==> src/rtl/wave_sequencer.sv <==
// Playlist sequencer for the wave generator: steps func through up to 8 (waveform, dwell)
// entries, deferring each switch to a midscale crossing of the generator output.
//
//   state  | meaning
//   IDLE   | func parked at zero (101), waiting for start
//   RUN    | current entry driving func, dwell counter running down
//   ALIGN  | dwell expired, waiting for a midscale crossing or timeout
module wave_sequencer #(
    parameter int DWELL_W = 16,
    parameter int SYNC_TO = 255
) (
    input  logic               clk,
    input  logic               rst,
    input  logic               wr_en,
    input  logic [2:0]         wr_addr,
    input  logic [2:0]         wr_func,
    input  logic [DWELL_W-1:0] wr_dwell,
    input  logic [2:0]         cfg_last,
    input  logic               loop,
    input  logic               start,
    input  logic               stop,
    input  logic [7:0]         wave_in,
    output logic [2:0]         func,
    output logic [2:0]         cur_idx,
    output logic               busy,
    output logic               step,
    output logic               done
);

    localparam logic [1:0] S_IDLE  = 2'd0;
    localparam logic [1:0] S_RUN   = 2'd1;
    localparam logic [1:0] S_ALIGN = 2'd2;

    localparam logic [2:0] FUNC_ZERO = 3'b101;
    localparam int         TO_W      = (SYNC_TO > 1) ? $clog2(SYNC_TO) : 1;
    localparam logic [TO_W-1:0] TO_LAST = TO_W'(SYNC_TO - 1);

    logic [1:0]         state;
    logic [DWELL_W-1:0] dwell_cnt;
    logic [TO_W-1:0]    to_cnt;
    logic [2:0]         nxt_idx;
    logic               msb_q;
    logic               crossing;
    logic               unused_wave;

    logic [2:0]         tbl_func  [8];
    logic [DWELL_W-1:0] tbl_dwell [8];

    assign crossing    = wave_in[7] != msb_q;
    assign unused_wave = ^wave_in[6:0];

    function automatic logic [DWELL_W-1:0] dwell_load(input logic [DWELL_W-1:0] d);
        return (d == '0) ? DWELL_W'(1) : d;
    endfunction

    always_ff @(posedge clk or negedge rst) begin
        if (!rst) begin
            for (int i = 0; i < 8; i++) begin
                tbl_func[i]  <= FUNC_ZERO;
                tbl_dwell[i] <= '0;
            end
        end else if (wr_en) begin
            tbl_func[wr_addr]  <= wr_func;
            tbl_dwell[wr_addr] <= wr_dwell;
        end
    end

    always_ff @(posedge clk or negedge rst) begin
        if (!rst) begin
            msb_q <= 1'b0;
        end else begin
            msb_q <= wave_in[7];
        end
    end

    always_ff @(posedge clk or negedge rst) begin
        if (!rst) begin
            state     <= S_IDLE;
            func      <= FUNC_ZERO;
            cur_idx   <= 3'd0;
            busy      <= 1'b0;
            step      <= 1'b0;
            done      <= 1'b0;
            dwell_cnt <= '0;
            to_cnt    <= '0;
            nxt_idx   <= 3'd0;
        end else begin
            step <= 1'b0;
            done <= 1'b0;
            if (stop) begin
                state <= S_IDLE;
                func  <= FUNC_ZERO;
                busy  <= 1'b0;
            end else begin
                case (state)
                    S_IDLE: begin
                        func <= FUNC_ZERO;
                        busy <= 1'b0;
                        if (start) begin
                            func      <= tbl_func[0];
                            cur_idx   <= 3'd0;
                            dwell_cnt <= dwell_load(tbl_dwell[0]);
                            busy      <= 1'b1;
                            state     <= S_RUN;
                        end
                    end
                    S_RUN: begin
                        dwell_cnt <= dwell_cnt - DWELL_W'(1);
                        if (dwell_cnt <= DWELL_W'(1)) begin
                            // cur_idx past cfg_last counts as the end of the list
                            if (cur_idx >= cfg_last && !loop) begin
                                state <= S_IDLE;
                                func  <= FUNC_ZERO;
                                busy  <= 1'b0;
                                done  <= 1'b1;
                            end else begin
                                state   <= S_ALIGN;
                                to_cnt  <= '0;
                                nxt_idx <= (cur_idx >= cfg_last) ? 3'd0 : 3'(cur_idx + 3'd1);
                            end
                        end
                    end
                    S_ALIGN: begin
                        if (crossing || to_cnt == TO_LAST) begin
                            func      <= tbl_func[nxt_idx];
                            cur_idx   <= nxt_idx;
                            dwell_cnt <= dwell_load(tbl_dwell[nxt_idx]);
                            step      <= 1'b1;
                            state     <= S_RUN;
                        end else begin
                            to_cnt <= to_cnt + TO_W'(1);
                        end
                    end
                    default: begin
                        state <= S_IDLE;
                        func  <= FUNC_ZERO;
                        busy  <= 1'b0;
                    end
                endcase
            end
        end
    end

endmodule

==> config.mk <==
export PLATFORM = sky130hd
export DESIGN_NAME = wave_sequencer
export DESIGN_NICKNAME = d
export VERILOG_FILES = /design/src/rtl/wave_sequencer.sv
export SDC_FILE = /design/constraint.sdc
export NUM_CORES = 1
export LEC_CHECK = 0
export ABC_AREA = 0
export BUFFER_PORTS_ARGS = -buffer_cell sky130_fd_sc_hd__buf_2
export CORE_ASPECT_RATIO = 0.8
export CORE_UTILIZATION = 61
export CTS_BUF_LIST = sky130_fd_sc_hd__clkbuf_2 sky130_fd_sc_hd__clkbuf_4 sky130_fd_sc_hd__clkbuf_8
export DETAILED_ROUTE_END_ITERATION = 7
export PLACE_DENSITY_LB_ADDON = 0.08
export RECOVER_POWER = 50
export SLEW_MARGIN = 20
export SYNTH_ARGS = -nofsm -noshare
export SYNTH_HDL_FRONTEND = slang
export SYNTH_SLANG_ARGS = --single-unit
==> constraint.sdc <==
create_clock -name clk -period 4.2 [get_ports clk]
set_input_delay 0.63 -clock clk [delete_from_list [all_inputs] [get_ports clk]]
set_output_delay 0.63 -clock clk [all_outputs]
set_load 0.05 [all_outputs]
## Word level (Yosys, flattened, before mapping)

Cells that the tools add are included.

| storage, ports and cells | value |
|---|---|
| flip-flop bits (word level) | 191 |
| input port bits | 39 |
| output and inout bits | 9 |
| logic and storage cells | 118 |

| operators by class | value |
|---|---|
| add/sub/neg operators | 3 |
| magnitude comparators | 5 |
| equal/unequal tests | 14 |
| multiplexer cells | 49 |
| bitwise gates (word level) | 4 |
| reduce and logical (&&, ||, !) cells | 17 |

Operators by type and width:

| cell | number |
|---|---|
| $bwmux 128 | 1 |
| $mux 16 | 7 |
| $bmux 16 s3 | 1 |
| $demux 16 s3 | 1 |
| $pmux 16 s3 | 1 |
| $mux 3 | 11 |
| $logic_not 16->1 | 2 |
| $bwmux 24 | 1 |
| $mux 8 | 3 |
| $le 16x1->1 const B | 1 |
| $pmux 8 s2 | 1 |
| $sub 16x1->16 const B | 1 |
| $ne 2x2->1 const B | 6 |
| $ne 3x3->1 const B | 4 |
| $reduce_and 4->1 | 3 |
| $mux 1 | 11 |
| $mux 2 | 5 |
| $bmux 3 s3 | 1 |
| $demux 3 s3 | 1 |
| $pmux 3 s3 | 1 |
| $reduce_and 3->1 | 3 |
| $add 8x1->8 const B | 1 |
| $eq 8x8->1 const B | 1 |
| $ge 4x4->1 const B | 2 |
| other kinds (18) | 22 |

## Longest topological paths before layout

| depth | value |
|---|---|
| word-level depth | 8 |
| depth in mapped cells | 9 |
| depth with buffers taken out | 8 |

## Least setup slack after synthesis

No wires, ideal clock.

| timing path | value |
|---|---|
| path kind | register to register |
| start | register cur_idx[0] |
| end | register func[1] |
| setup time | 0.125 ns |
| data arrival time | 2.460 ns |
| required time | 4.075 ns |
| setup slack | 1.615 ns |
| stages on the path, launching flop included | 9 |
| buffers on the path | 0 |
| period minus slack after synthesis | 2.585 ns |
| path through | dfrtp_1 -> inv_1 -> ha_1 -> nand2b_1 -> a21o_1 -> a21oi_1 -> o21ai_0 -> a31oi_1 -> mux2_2 |

| on the way | value |
|---|---|
| longest elaborated chain between the ends | 4 |

RTL lines:

| element | RTL line | text |
|---|---|---|
| start: declaration | 24 | `output logic [2:0] cur_idx,` |
| start signal: assignment | 126 | `cur_idx <= nxt_idx;` |
| $ge 3x3->1 | 111 | `if (cur_idx >= cfg_last && !loop) begin` |
| $logic_and 1x1->1 | 111 |  |
| $ne 3x3->1 (no line) | -- |  |
| $reduce_and 3->1 (no line) | -- |  |
| end signal: assignment | 100 | `func <= tbl_func[0];` |
| end signal: assignment | 125 | `func <= tbl_func[nxt_idx];` |
| end: declaration | 23 | `output logic [2:0] func,` |

No other way between the ends.
A chain may end at the register's enable or synchronous reset.

==> impl.org <==
** Die
- Count of pins on the block boundary :: 48
- Die Ht :: 113 um
- Core Box Area :: 15000 um^2
- Effective utilization at floorplan :: 0.623
- Chip width :: between 100 and 150 um
- The die covers 15800 um^2.
- Number of placement rows :: 40

** Layout
- Number of antenna cells inserted :: 0
- Fillers :: around 1100
- Area taken by multi-input logic gates :: ~4400 um^2
- Signed area change from the synthesized netlist to the final layout :: 9.31%
- In the final layout, the share of cells above drive strength 1 is 0.426.
- Sequential standard cell area :: 4800 um^2
- Final net count :: 783

** Logic synthesis
- The number of nets in the synthesized netlist is 749.
- In the synthesized netlist, the cells that appear most often are sky130_fd_sc_hd__dfrtp_1 (173), sky130_fd_sc_hd__mux2_2 (166), sky130_fd_sc_hd__mux4_2 (38).
- The share of synthesized area in the top cell type comes to 0.463.
- Per-instance average area after synthesis :: 13.4 um^2
- Synth area leaders :: sky130_fd_sc_hd__dfrtp_1 (46%), sky130_fd_sc_hd__mux2_2 (20%), sky130_fd_sc_hd__mux4_2 (9.2%)
- Most used flip-flop cell after synthesis :: sky130_fd_sc_hd__dfrtp_1
- After synthesis the cells add up to 9350 um^2.
- FFs w/ async S/R, synth :: 1.00
- Number of distinct standard cells referenced by the synthesized netlist :: 50
- Cell with the most instances after synthesis :: sky130_fd_sc_hd__dfrtp_1
- In this run, synthesis inferred 0 flip-flops with an integrated enable.
- Share of the yosys chip area belonging to registers :: 0.514
- The cell count after synthesis came out at 698.
- sky130_fd_sc_hd__dfrtp_1 takes more of the synthesized area than any other cell.
- Syn. warnings :: 0
- In this run, synthesis produced a sequential element count of 191.

** Timing
- Across the routed clock network, the largest skew measured is 0.00754 ns.
- Across all setup checks in the final design, the least slack found is approximately 1.3 ns.
- In this run the tightest slew margin relative to its limit is -0.906.
- Unrepaired setup endpoints after global routing :: no
- In the final timing run, aggregate negative setup slack is 0 ns.
- Setup violations remaining at the end of the flow were counted as 0.
- In the finished design, the share of the clock period the worst path needs comes to 0.691.
- The clock period could shrink to roughly 2.9 ns.
- Final number of max-transition violations :: 155
- The final hold violation count is 0.
- Highest clock frequency the design can meet :: 0.345 GHz
- At the pin with the least slew margin, the transition time is 2.86 ns.

** Clock network
- TritonCTS built the clock tree.
- Maximum buffer depth of the clock tree :: 2
- The number of gates resized after CTS was 0.
- Hold repair after CTS inserted 0 buffers.
- Buffers added to address setup during post-CTS repair amount to 0.
- Number of buffers created by CTS :: 17
- Clock-pin slew was measured on the worst setup and hold paths at 0.09 ns.
- CTS sink cnt :: 191
- Cell at the root of the clock tree :: sky130_fd_sc_hd__clkbuf_8
- Maximum level of the CTS H-tree :: 4
- Clock latency on the worst-skew pair, taken at its later pin, is 0.47 ns.

** Setup path
- By startpoint and endpoint, the worst setup path is classified as in2async.
- Broken down by cell family, the worst path's largest delay share belongs to buffers and inverters.
- STA classifies the critical path startpoint as a primary input.
- Slowest cell on the critical path :: sky130_fd_sc_hd__clkbuf_2
- Arrival @ worst endpoint :: 2.65 ns
- Together, buffers and inverters on the worst path number 1.
- On the worst path, the slowest cell contributes a delay of 1.97 ns.
- Of all nets on the critical path, the largest fanout is ~120.
- For the worst setup path, the data required time is 3.95 ns.
- The worst setup path is captured at an async pin.
- Walking the worst path, the cells encountered are clkbuf_2.

** Place
- The congestion estimate from routability-driven global placement came to 0.896.
- Input/output buffers :: 40
- At the placement stage, the worst setup path has a slack of 1.31 ns.
- Detailed placement finished with a half-perimeter wire length of between 10000 and 15000 um.

** Power and ir drop
- Switching power summed over all nets :: 1.77 mW
- Internal Power :: 3.71 mW
- Power share of the clock group :: 0.236
- The analysis attributes to cell leakage a power of 4.18 nW.
- Net switching share of the total power :: 0.323
- The share of total power dissipated in combinational logic is 0.288.
- Of the total power, registers draw 0.476.
- Peak supply drop :: 0.380 mV
- For this design the ratio of total power to cell area is about 540 nW/um^2.

** Global route
- Entering global routing, the biggest net connects between 100 and 150 pins.
- In the global route stage, overall resource usage came out at 0.280.
- The number of antenna violations at the first check in global routing was 0.
- GRT Residual Overflow :: 0
- Vias in the first global route :: 6163
- Global-route wire length before repair :: 33400 um

** Status
- The run finished, with violations left.
- Violations in the final reports :: max-capacitance violations, max-slew violations

** Route
- WL/cell :: 21.6 um
- For this run, design rule violations remaining after detail routing come to 0.
- The first routing iteration left around 360 violations.
- The first TritonRoute pass finished after 5 iterations.
- Via count :: 5974
- Once detail routing completed, the nets flagged for antenna violations numbered 0.
- After detailed routing, the number of vias per cell comes to 6.40.
- Detailed Route WL :: approximately 20000 um

** Hold path
- The min-delay analysis places its worst path in the category in2reg.

** Job
- Max-cap viol count :: 3
## cell type report
cell class / instances / area share
Inverter: 12 / 0.00441
Timing Repair Buffer: 57 / 0.0344
Clock buffer: 22 / 0.0290
Sequential cell: 191 / 0.470
Tap cell: 189 / 0.0231
Multi-Input combinational cell: 453 / 0.426
Clock inverter: 9 / 0.0129
## worst paths after layout
check / from / cells after the start / endpoint / slack [ns]
max in group clk: state[1] / 6 / to_cnt[6] / 1.33
worst max-delay path: rst / 1 / nxt_idx[0] / 1.30
worst min register to register: func[1] / 1 / func[1] / 0.51
min in group asynchronous: rst / 1 / tbl_func[10] / 1.08
worst max register to register: state[1] / 6 / to_cnt[6] / 1.33
worst min-delay path: wave_in[7] / 1 / msb_q / 0.29
## state kept, by name, summed over array words and instances, names as in the netlist
| register | flops |
|---|---|
| busy | 1 |
| cur_idx | 3 |
| done | 1 |
| dwell_cnt | 16 |
| func | 3 |
| msb_q | 1 |
| nxt_idx | 3 |
| state | 2 |
| step | 1 |
| tbl_dwell | 128 |
| tbl_func | 24 |
| to_cnt | 8 |
## cells by family after synthesis
logic type / after synthesis / share of synthesized area
adder cells (fa/ha/maj): 12 / 0.0161
buffers and inverters: 54 / 0.0221
flip-flops: 191 / 0.514
AO/OA/AOI/OAI: 89 / 0.0653
multiplexers: 212 / 0.300
XOR/XNOR: 10 / 0.00937
AND/OR/NAND/NOR: 130 / 0.0736
## power by group through the flow
stage          Clock, mW  Sequential (mW)  Combinational [mW]
2_1_floorplan          0             2.57                1.18
4_1_cts             1.32             2.60                1.58
6_report            1.29             2.61                1.58
3_3_place_gp           0             2.59                1.51
5_1_grt             1.38             2.66                1.72
3_5_place_dp           0             2.64                1.57
## through the flow
step | area [um^2] | total power [mW] | utilization | hold slack (ns) | std cells
after floorplan | 9350 | 3.75 | - | 0.334 | 698
after global placement | 9800 | 4.11 | 0.653 | 0.481 | 901
after detailed placement | 9830 | 4.20 | 0.655 | 0.487 | 902
after CTS | 10300 | 5.49 | 0.683 | 0.256 | 933
after global routing | 10200 | 5.76 | 0.681 | 0.278 | 933
final | 10200 | 5.47 | 0.681 | 0.291 | 933
## routing by layer
metal  vias to the layer above  share of wire  track usage
li1                       2694              -            -
met1                      3094           0.46        0.399
met2                       163           0.47        0.439
met3                        23          0.057       0.0618
met4                         0          0.014       0.0813
met5                         -              0            0
## cells in the final DEF, fill, tap and decap left out, types with 4 or more instances in the layout
master	n
sky130_fd_sc_hd__nand4_1	5
sky130_fd_sc_hd__dfrtp_1	172
sky130_fd_sc_hd__buf_4	9
sky130_fd_sc_hd__dfstp_2	18
sky130_fd_sc_hd__mux4_2	38
sky130_fd_sc_hd__mux2_2	166
sky130_fd_sc_hd__nand2b_1	10
sky130_fd_sc_hd__nand3_1	13
sky130_fd_sc_hd__buf_2	37
sky130_fd_sc_hd__nor3_1	13
sky130_fd_sc_hd__nor4_1	12
sky130_fd_sc_hd__a22oi_1	5
sky130_fd_sc_hd__clkbuf_1	7
sky130_fd_sc_hd__xor2_1	5
sky130_fd_sc_hd__nand2_1	30
sky130_fd_sc_hd__o21ai_0	28
sky130_fd_sc_hd__xnor2_1	5
sky130_fd_sc_hd__or3_1	7
sky130_fd_sc_hd__clkbuf_8	21
sky130_fd_sc_hd__mux2i_1	8
sky130_fd_sc_hd__a22o_1	6
sky130_fd_sc_hd__or4_1	4
sky130_fd_sc_hd__a221oi_1	8
sky130_fd_sc_hd__ha_1	12
sky130_fd_sc_hd__or2_2	4
sky130_fd_sc_hd__nor2_1	19
sky130_fd_sc_hd__o31ai_1	7
sky130_fd_sc_hd__a21oi_1	13
sky130_fd_sc_hd__inv_1	12
(Power assumes the default switching activity.)
